[config.mk]
export PLATFORM = sky130hd
export DESIGN_NAME = ram_port_arbiter
export DESIGN_NICKNAME = d
export VERILOG_FILES = /design/src/rtl/ram_port_arbiter.sv
export SDC_FILE = /design/constraint.sdc
export NUM_CORES = 1
export LEC_CHECK = 0
export ABC_AREA = 1
export CAP_MARGIN = 40
export CORE_AREA = 2 2 118 120
export CTS_BUF_LIST = sky130_fd_sc_hd__clkbuf_2
export CTS_CLUSTER_SIZE = 28
export DETAILED_ROUTE_END_ITERATION = 6
export DIE_AREA = 0 0 120 122
export PLACE_DENSITY = 0.67
export SLEW_MARGIN = 0
export SYNTH_ARGS = -nofsm -noshare
export SYNTH_HDL_FRONTEND = slang
export SYNTH_SLANG_ARGS = --single-unit
[constraint.sdc]
create_clock -name clk -period 2.1 [get_ports clk]
set_clock_uncertainty 0.1 [all_clocks]
set_input_delay 0.63 -clock clk [delete_from_list [all_inputs] [get_ports clk]]
set_output_delay 0.63 -clock clk [all_outputs]
set_load 0.02 [all_outputs]
[src/rtl/ram_port_arbiter.sv]
// Purpose : arbitrates the single-port byte-writable program/data RAM between the
//           programming port, the CPU data bus and the CPU instruction bus.
// Latency : grant and RAM drive are combinational; read data returns 1 cycle after accept.
// Backpr. : losers see ready=0 and must hold req/payload; prog port is never stalled in prog_mode.
//
// Ports
//   clk, nrst                      clock, asynchronous active-low reset
//   prog_mode                      1 = programming port owns the RAM, CPU ports blocked
//   prog_req/we/addr/wdata/wstrb   programming-port request (always accepted in prog_mode)
//   prog_rvalid/rdata              programming-port read response
//   i_req/addr, i_ready            instruction fetch request / accept
//   i_rvalid/rdata                 instruction response
//   d_req/we/addr/wdata/wstrb      data access request, d_ready accept
//   d_rvalid/rdata                 load response
//   ram_en/we/addr/wdata/rdata     RAM port (ram_rdata registered inside the RAM)

module ram_port_arbiter #(
    parameter int AW           = 14,
    parameter int STARVE_LIMIT = 4,
    parameter int SW           = 3
) (
    input  logic          clk,
    input  logic          nrst,
    input  logic          prog_mode,
    input  logic          prog_req,
    input  logic          prog_we,
    input  logic [AW-1:0] prog_addr,
    input  logic [31:0]   prog_wdata,
    input  logic [3:0]    prog_wstrb,
    output logic          prog_rvalid,
    output logic [31:0]   prog_rdata,
    input  logic          i_req,
    input  logic [AW-1:0] i_addr,
    output logic          i_ready,
    output logic          i_rvalid,
    output logic [31:0]   i_rdata,
    input  logic          d_req,
    input  logic          d_we,
    input  logic [AW-1:0] d_addr,
    input  logic [31:0]   d_wdata,
    input  logic [3:0]    d_wstrb,
    output logic          d_ready,
    output logic          d_rvalid,
    output logic [31:0]   d_rdata,
    output logic          ram_en,
    output logic [3:0]    ram_we,
    output logic [AW-1:0] ram_addr,
    output logic [31:0]   ram_wdata,
    input  logic [31:0]   ram_rdata
);

    typedef enum logic [1:0] {
        TAG_NONE = 2'd0,
        TAG_IBUS = 2'd1,
        TAG_DBUS = 2'd2,
        TAG_PROG = 2'd3
    } tag_t;

    localparam logic [SW-1:0] LP_LIMIT = SW'(STARVE_LIMIT);

    tag_t          r_tag;
    tag_t          w_tag_nxt;
    logic [SW-1:0] r_starve_cnt;
    logic [SW-1:0] w_starve_nxt;
    logic          w_starve_hit;
    logic          w_gnt_p;
    logic          w_gnt_i;
    logic          w_gnt_d;

    // A limit of zero disables the fairness override entirely.
    assign w_starve_hit = (STARVE_LIMIT != 0) && (r_starve_cnt == LP_LIMIT);

    // Single winner per cycle; prog_mode shuts the CPU ports out completely.
    always_comb begin
        w_gnt_p = 1'b0;
        w_gnt_i = 1'b0;
        w_gnt_d = 1'b0;
        if (prog_mode) begin
            w_gnt_p = prog_req;
        end else if (i_req && (!d_req || w_starve_hit)) begin
            w_gnt_i = 1'b1;
        end else if (d_req) begin
            w_gnt_d = 1'b1;
        end
    end

    // RAM drive and response tag for the winner. A write with a zero strobe
    // still occupies the port but changes nothing and returns no data.
    always_comb begin
        ram_en    = 1'b0;
        ram_we    = 4'b0000;
        ram_addr  = '0;
        ram_wdata = '0;
        w_tag_nxt = TAG_NONE;
        if (w_gnt_p) begin
            ram_en    = 1'b1;
            ram_addr  = prog_addr;
            ram_wdata = prog_wdata;
            if (prog_we) begin
                ram_we = prog_wstrb;
            end else begin
                w_tag_nxt = TAG_PROG;
            end
        end else if (w_gnt_i) begin
            ram_en    = 1'b1;
            ram_addr  = i_addr;
            w_tag_nxt = TAG_IBUS;
        end else if (w_gnt_d) begin
            ram_en    = 1'b1;
            ram_addr  = d_addr;
            ram_wdata = d_wdata;
            if (d_we) begin
                ram_we = d_wstrb;
            end else begin
                w_tag_nxt = TAG_DBUS;
            end
        end
    end

    // Counts dBus wins while a fetch is waiting; saturates at the limit so the
    // override stays armed until the fetch actually gets through.
    always_comb begin
        w_starve_nxt = r_starve_cnt;
        if (prog_mode || !i_req || w_gnt_i) begin
            w_starve_nxt = '0;
        end else if (w_gnt_d && (r_starve_cnt != LP_LIMIT)) begin
            w_starve_nxt = r_starve_cnt + SW'(1);
        end
    end

    always_ff @(posedge clk or negedge nrst) begin
        if (!nrst) begin
            r_tag        <= TAG_NONE;
            r_starve_cnt <= '0;
        end else begin
            r_tag        <= w_tag_nxt;
            r_starve_cnt <= w_starve_nxt;
        end
    end

    assign i_ready     = w_gnt_i;
    assign d_ready     = w_gnt_d;
    // rvalid decodes straight from the tag so a reset kills it immediately.
    assign i_rvalid    = (r_tag == TAG_IBUS);
    assign d_rvalid    = (r_tag == TAG_DBUS);
    assign prog_rvalid = (r_tag == TAG_PROG);
    assign i_rdata     = ram_rdata;
    assign d_rdata     = ram_rdata;
    assign prog_rdata  = ram_rdata;

endmodule

* Yosys cells after proc, flatten, opt, wreduce, memory -nomap -nowiden
Cells that the tools add are included.
** Storage, ports and cells
- Bits in registers :: 5
- Output and inout bits :: 152
- Word-level logic and storage cells :: 43
** Operators by class
- Add/sub/neg operators :: 1
- Eq/ne operators :: 5
- Multiplexer cells :: 27
- Reduce and logical (&&, ||, !) cells :: 8
** Operators by type and width (count)
- 32-bit two-way mux :: 3
- 14-bit two-way mux :: 3
- 4-bit two-way mux :: 5
- 2-bit two-way mux :: 5
- 1-bit two-way mux :: 9
- 3-bit two-way mux :: 2
- 2-bit == test, second input constant :: 2
- 3-bit by 1-bit adder with 3-bit output, second input constant :: 1
- 3-bit == test, second input constant :: 1
- 1-bit logical OR :: 3
- 3-bit != test, second input constant :: 1
- 2-bit by 1-bit == test with 1-bit output, second input constant :: 1
- 1-bit logical AND :: 2
- 1-bit logical NOT :: 2
- 2-bit nonzero test :: 1

* Longest topological paths before layout
- Word-level depth :: 8
- Mapped depth :: 8
- Mapped depth without buffers :: 7

* Worst setup path after synthesis
Ideal clock, no wire load.
- Path kind :: input to output
- From :: in d_req
- To :: out ram_we[0]
- Arrival time :: 1.393 ns
- Setup slack :: -0.023 ns
- Cell stages on the path :: 4
- Buffers on the path :: 0
- Cells stage by stage :: inv_1 -> nor2_4 -> nand2_2 -> o21ai_0
** Between the ends
- Longest elaborated chain between the ends :: 8
- Elaborated cells between the ends (all ways) :: 11
- Those cells by class :: 8 x mux; 3 x reduce/logical
** RTL lines
- start: declaration :: line 37 : input logic d_req,
- 1-bit logical NOT :: line 80 : end else if (i_req && (!d_req || w_starve_hit)) begin
- 1-bit logical OR :: line 80
- 1-bit logical AND :: line 80
- 1-bit two-way mux :: line 80
- 1-bit two-way mux :: line 78 : if (prog_mode) begin
- 4-bit two-way mux :: line 108 : end else if (w_gnt_d) begin
- 4-bit two-way mux * :: line 104 : end else if (w_gnt_i) begin
- 4-bit two-way mux * :: line 95 : if (w_gnt_p) begin
- end: declaration :: line 46 : output logic [3:0] ram_we,
Mark *: on every way between the ends. The rest lies on a longest branch, timed or not.

* Worst setup path after layout
- From :: reg r_starve_cnt[0]
- To :: out ram_wdata[16]
** Between the ends
- Longest elaborated chain between the ends :: 8
- Elaborated cells between the ends (all ways) :: 10
- Those cells by class :: 1 x eq/ne; 7 x mux; 2 x reduce/logical
** RTL lines
- start: declaration :: line 63 : logic [SW-1:0] r_starve_cnt;
- start signal: assignment :: line 137 : r_starve_cnt <= w_starve_nxt;
- 3-bit == test * :: line 71 : assign w_starve_hit = (STARVE_LIMIT != 0) && (r_starve_cnt == LP_LIMIT);
- 1-bit logical OR * :: line 80
- 1-bit logical AND * :: line 80
- 1-bit two-way mux :: line 80
- 1-bit two-way mux :: line 78
- 32-bit two-way mux :: line 108
- 32-bit two-way mux * :: line 104
- 32-bit two-way mux * :: line 95
- end: declaration :: line 48 : output logic [31:0] ram_wdata,
Marks and branches as above.

==> summary.md <==
| Metric | Value |
|---|---|
| CP Capture Type | `primary output` |
| Number of port buffers | `177` |
| Share of cells above drive strength 1 | `0.4179` |
| R2R Setup Slk | `0.64 ns` |
| Final hold slack | `0.5278 ns` |
| Crit path kind | `flip-flop to primary output` |
| Tmin final | `2.282 ns` |
| Final wirelength | `8290 um` |
| Gpl congestion | `0.6979` |
| ANT nets after route | `0` |
| YS warnings | `0` |
| R2r endpoint | `r_starve_cnt[2]` |
| R2R depth | `9` |
| Status | `complete, but fails checks` |
| Post-synthesis cell type count | `17` |
| Xor/xnor share of the synthesized area | `0.004875` |
| Max Slew Vio Count | `0` |
| Layout Nets | `571` |
| Compound-cell area share of the yosys netlist | `0.01393` |
| Remaining DRCs | `0` |
| Die width | `120 um` |
| Failing checks | `setup timing` |
| Die height | `122 um` |
| Sink Count | `5` |
| Post-placement cell count | `575` |
| Peak VDD IR | `221.5 uV` |
| Die Area | `0.01464 mm2` |
| H-tree Lvls | `1` |
| Post-route non-filler standard cell count | `594` |
| Std-Cell Rows | `43` |
| Hold WC Path Type | `input port to asynchronous set/reset pin` |
| Mux cell area share after synthesis | `0` |
| Pleak | `1.803 nW` |
| I/O pin cnt | `306` |
| Synth Area per Inst | `5.759 um2` |
| Slew margin rel. | `0.8446` |
| First-pass GRT wire length | `11770 um` |
| FF+latch count, synth | `5` |
| Number of fill cells | `1458` |
| Crit start category | `flip-flop` |
| Final Core Density | `0.2782` |
| Hold_buf cts | `0` |
| Routed vias | `2226` |
| Worst-Margin Slew | `0.2327 ns` |
| CTS clk-pin slew, worst paths | `0.06 ns` |
| Diode count | `0` |
| Yosys top cell area share | `0.4011` |
| CTS tree | `yes` |
| RSZ-0062 raised after global routing | `yes` |
| First drt pass iteration count | `4` |
| Mapped Cells | `312` |
| Critical Path AT | `1.55 ns` |
| Routed wire per std cell | `13.96 um` |
| Power per cell area | `262.7 mW/mm2` |
| Initial antenna violation count | `0` |
| Area leader, netlist | `buf_4` |
| Syn Std Cell Area | `0.001797 mm2` |
| Adder-cell area share of the yosys netlist | `0.01393` |
| Largest net degree at the start of global routing | `24` |
| GRT Total Usage | `0.1044` |
| Setup violators final | `52` |
| P&R area growth vs syn | `109.1%` |
| Clock Tree Buf Depth | `2` |
| TritonCTS Buffers | `3` |
| Starting density of the core | `0.1330` |
| Post-Place Worst Slack | `-1.089 ns` |
| CP required | `1.37 ns` |
| Worst Slack Setup Final | `-0.1821 ns` |
| Final Hold Viols | `0` |
| Via density | `3.747` |
| Syn_nets | `468` |
| Design Area, Final | `0.003757 mm2` |
| Grt total ovfl | `0` |
| DR iter-0 viols | `56` |
| CP max FO | `8` |
| Max cap viols | `0` |
| Max Clk Rate | `438.2 MHz` |
| Final period utilization | `1.087` |
| Number of global-route vias before repair | `2228` |
| Placed Area | `0.003138 mm2` |
| Final HPWL DP | `5916 um` |
| Simple-Gate Fraction of Synth Area | `0.4143` |
| Root Driver | `clkbuf_2` |
| Post-synthesis sequential area ratio | `0.06964` |
| Core Region | `0.01350 mm2` |
| RR Startpoint | `r_starve_cnt[0]` |
| Largest family of logic cells by synthesized area | `buffers and inverters` |
| Largest cells by area after synthesis | `buf_4 40%, nand2_1 26%, nand3_1 12%, dfrtp_1 7.0%, buf_6 4.4%` |
| Clk Latency, worst-skew pair | `0.22 ns` |
[stage by stage]
step                      setup TNS (ns)  power (mW)
after floorplan                 -0.09286      0.5975
after global placement            -52.49      0.7629
after detailed placement          -54.15      0.7600
after CTS                         -9.519      0.9698
after global routing              -10.50       1.053
final                             -6.310      0.9872
[repair_timing]
| action | in CTS | in global routing |
|---|---|---|
| pin swaps | 24 | 14 |
| setup endpoints to repair | 53 | 55 |
| setup buffers | 11 | 2 |
| gates cloned | 5 | 0 |
| resized for setup | 403 | 56 |
[sequential cells by signal (all words and copies together) (netlist names)]
signal and cells:
r_starve_cnt 3, r_tag 2
[layer usage]
| metal | GRT usage | vias to the layer above | routed length (um) |
|---|---|---|---|
| li1 | - | 1079 | - |
| met1 | 0.1010 | 957 | 2755 |
| met2 | 0.1953 | 148 | 4273 |
| met3 | 0.03605 | 42 | 873 |
| met4 | 0.05441 | 0 | 388 |
| met5 | 0 | - | 0 |
[worst max path at each step]
stage | depth (start not counted) | end | start
4_1_cts | 10 | ram_wdata[6] | r_starve_cnt[0]
3_5_place_dp | 7 | ram_addr[12] | prog_mode
5_1_grt | 10 | ram_wdata[16] | r_starve_cnt[0]
6_report | 10 | ram_wdata[16] | r_starve_cnt[0]
3_3_place_gp | 7 | ram_addr[12] | prog_mode
2_1_floorplan | 4 | ram_we[0] | d_req
[layout by cell type, fill, tap and decap left out, drive strengths merged]
| master | synthesis | routed |
|---|---|---|
| bufbuf | 0 | 1 |
| nor2 | 8 | 8 |
| dfrtp | 5 | 5 |
| buf | 107 | 85 |
| xnor2 | 1 | 1 |
| dlymetal6s2s | 0 | 3 |
| clkbuf | 1 | 4 |
| nand3 | 44 | 44 |
| clkdlybuf4s50 | 0 | 114 |
| dlygate4sd2 | 0 | 3 |
| o21ai | 5 | 5 |
| nand2 | 127 | 127 |
| ha | 2 | 2 |
| inv | 12 | 12 |
[worst max-delay path, stage by stage, from the launching register on]
cell and delay (ns):
dfrtp_1 0.38, inv_2 0.08, ha_4 0.15, nand3_4 0.07, nand2_4 0.09, inv_6 0.04
buf_6 0.12, buf_16 0.15, nand2_4 0.07, nand2_2 0.05, buf_6 0.12
[Yosys cell counts]
| cell type | n |
|---|---|
| nand2_1 | 126 |
| buf_4 | 96 |
| nand3_1 | 43 |
| inv_1 | 10 |
| buf_6 | 7 |
| nor2_1 | 6 |
| dfrtp_1 | 5 |
| o21ai_0 | 5 |
| buf_2 | 4 |
| ha_1 | 2 |
| inv_2 | 2 |
| clkbuf_1 | 1 |
| nand2_2 | 1 |
| nand3_2 | 1 |
| nor2_2 | 1 |
| nor2_4 | 1 |
| xnor2_1 | 1 |
[layout make-up]
type,instances,area (um2),share of cell area
repair buffers,206,2201,0.5857
multi-input cells,187,1131,0.3010
well taps,180,225.2,0.05994
flip-flops and latches,5,125.1,0.03330
inverters,12,55.05,0.01465
clock buffers,4,20.02,0.005328
[cell families after synthesis]
kind of cell	count (synthesis)
and+or+nand+nor	179
xor gates and xnor gates	1
buffers and inverters	120
DFF	5
adders and majority gates	2
AOI/OAI and AO/OA	5
[report_power, final]
| group | switching (mW) | internal (mW) | total, mW | leakage [nW] |
|---|---|---|---|---|
| combinational | 0.337 | 0.457 | 0.793 | 1.72 |
| sequential | 0.00305 | 0.101 | 0.104 | 0.0669 |
| clock | 0.0395 | 0.0504 | 0.0899 | 0.0166 |
| total | 0.379 | 0.608 | 0.987 | 1.80 |
(Power assumes the default switching activity.)
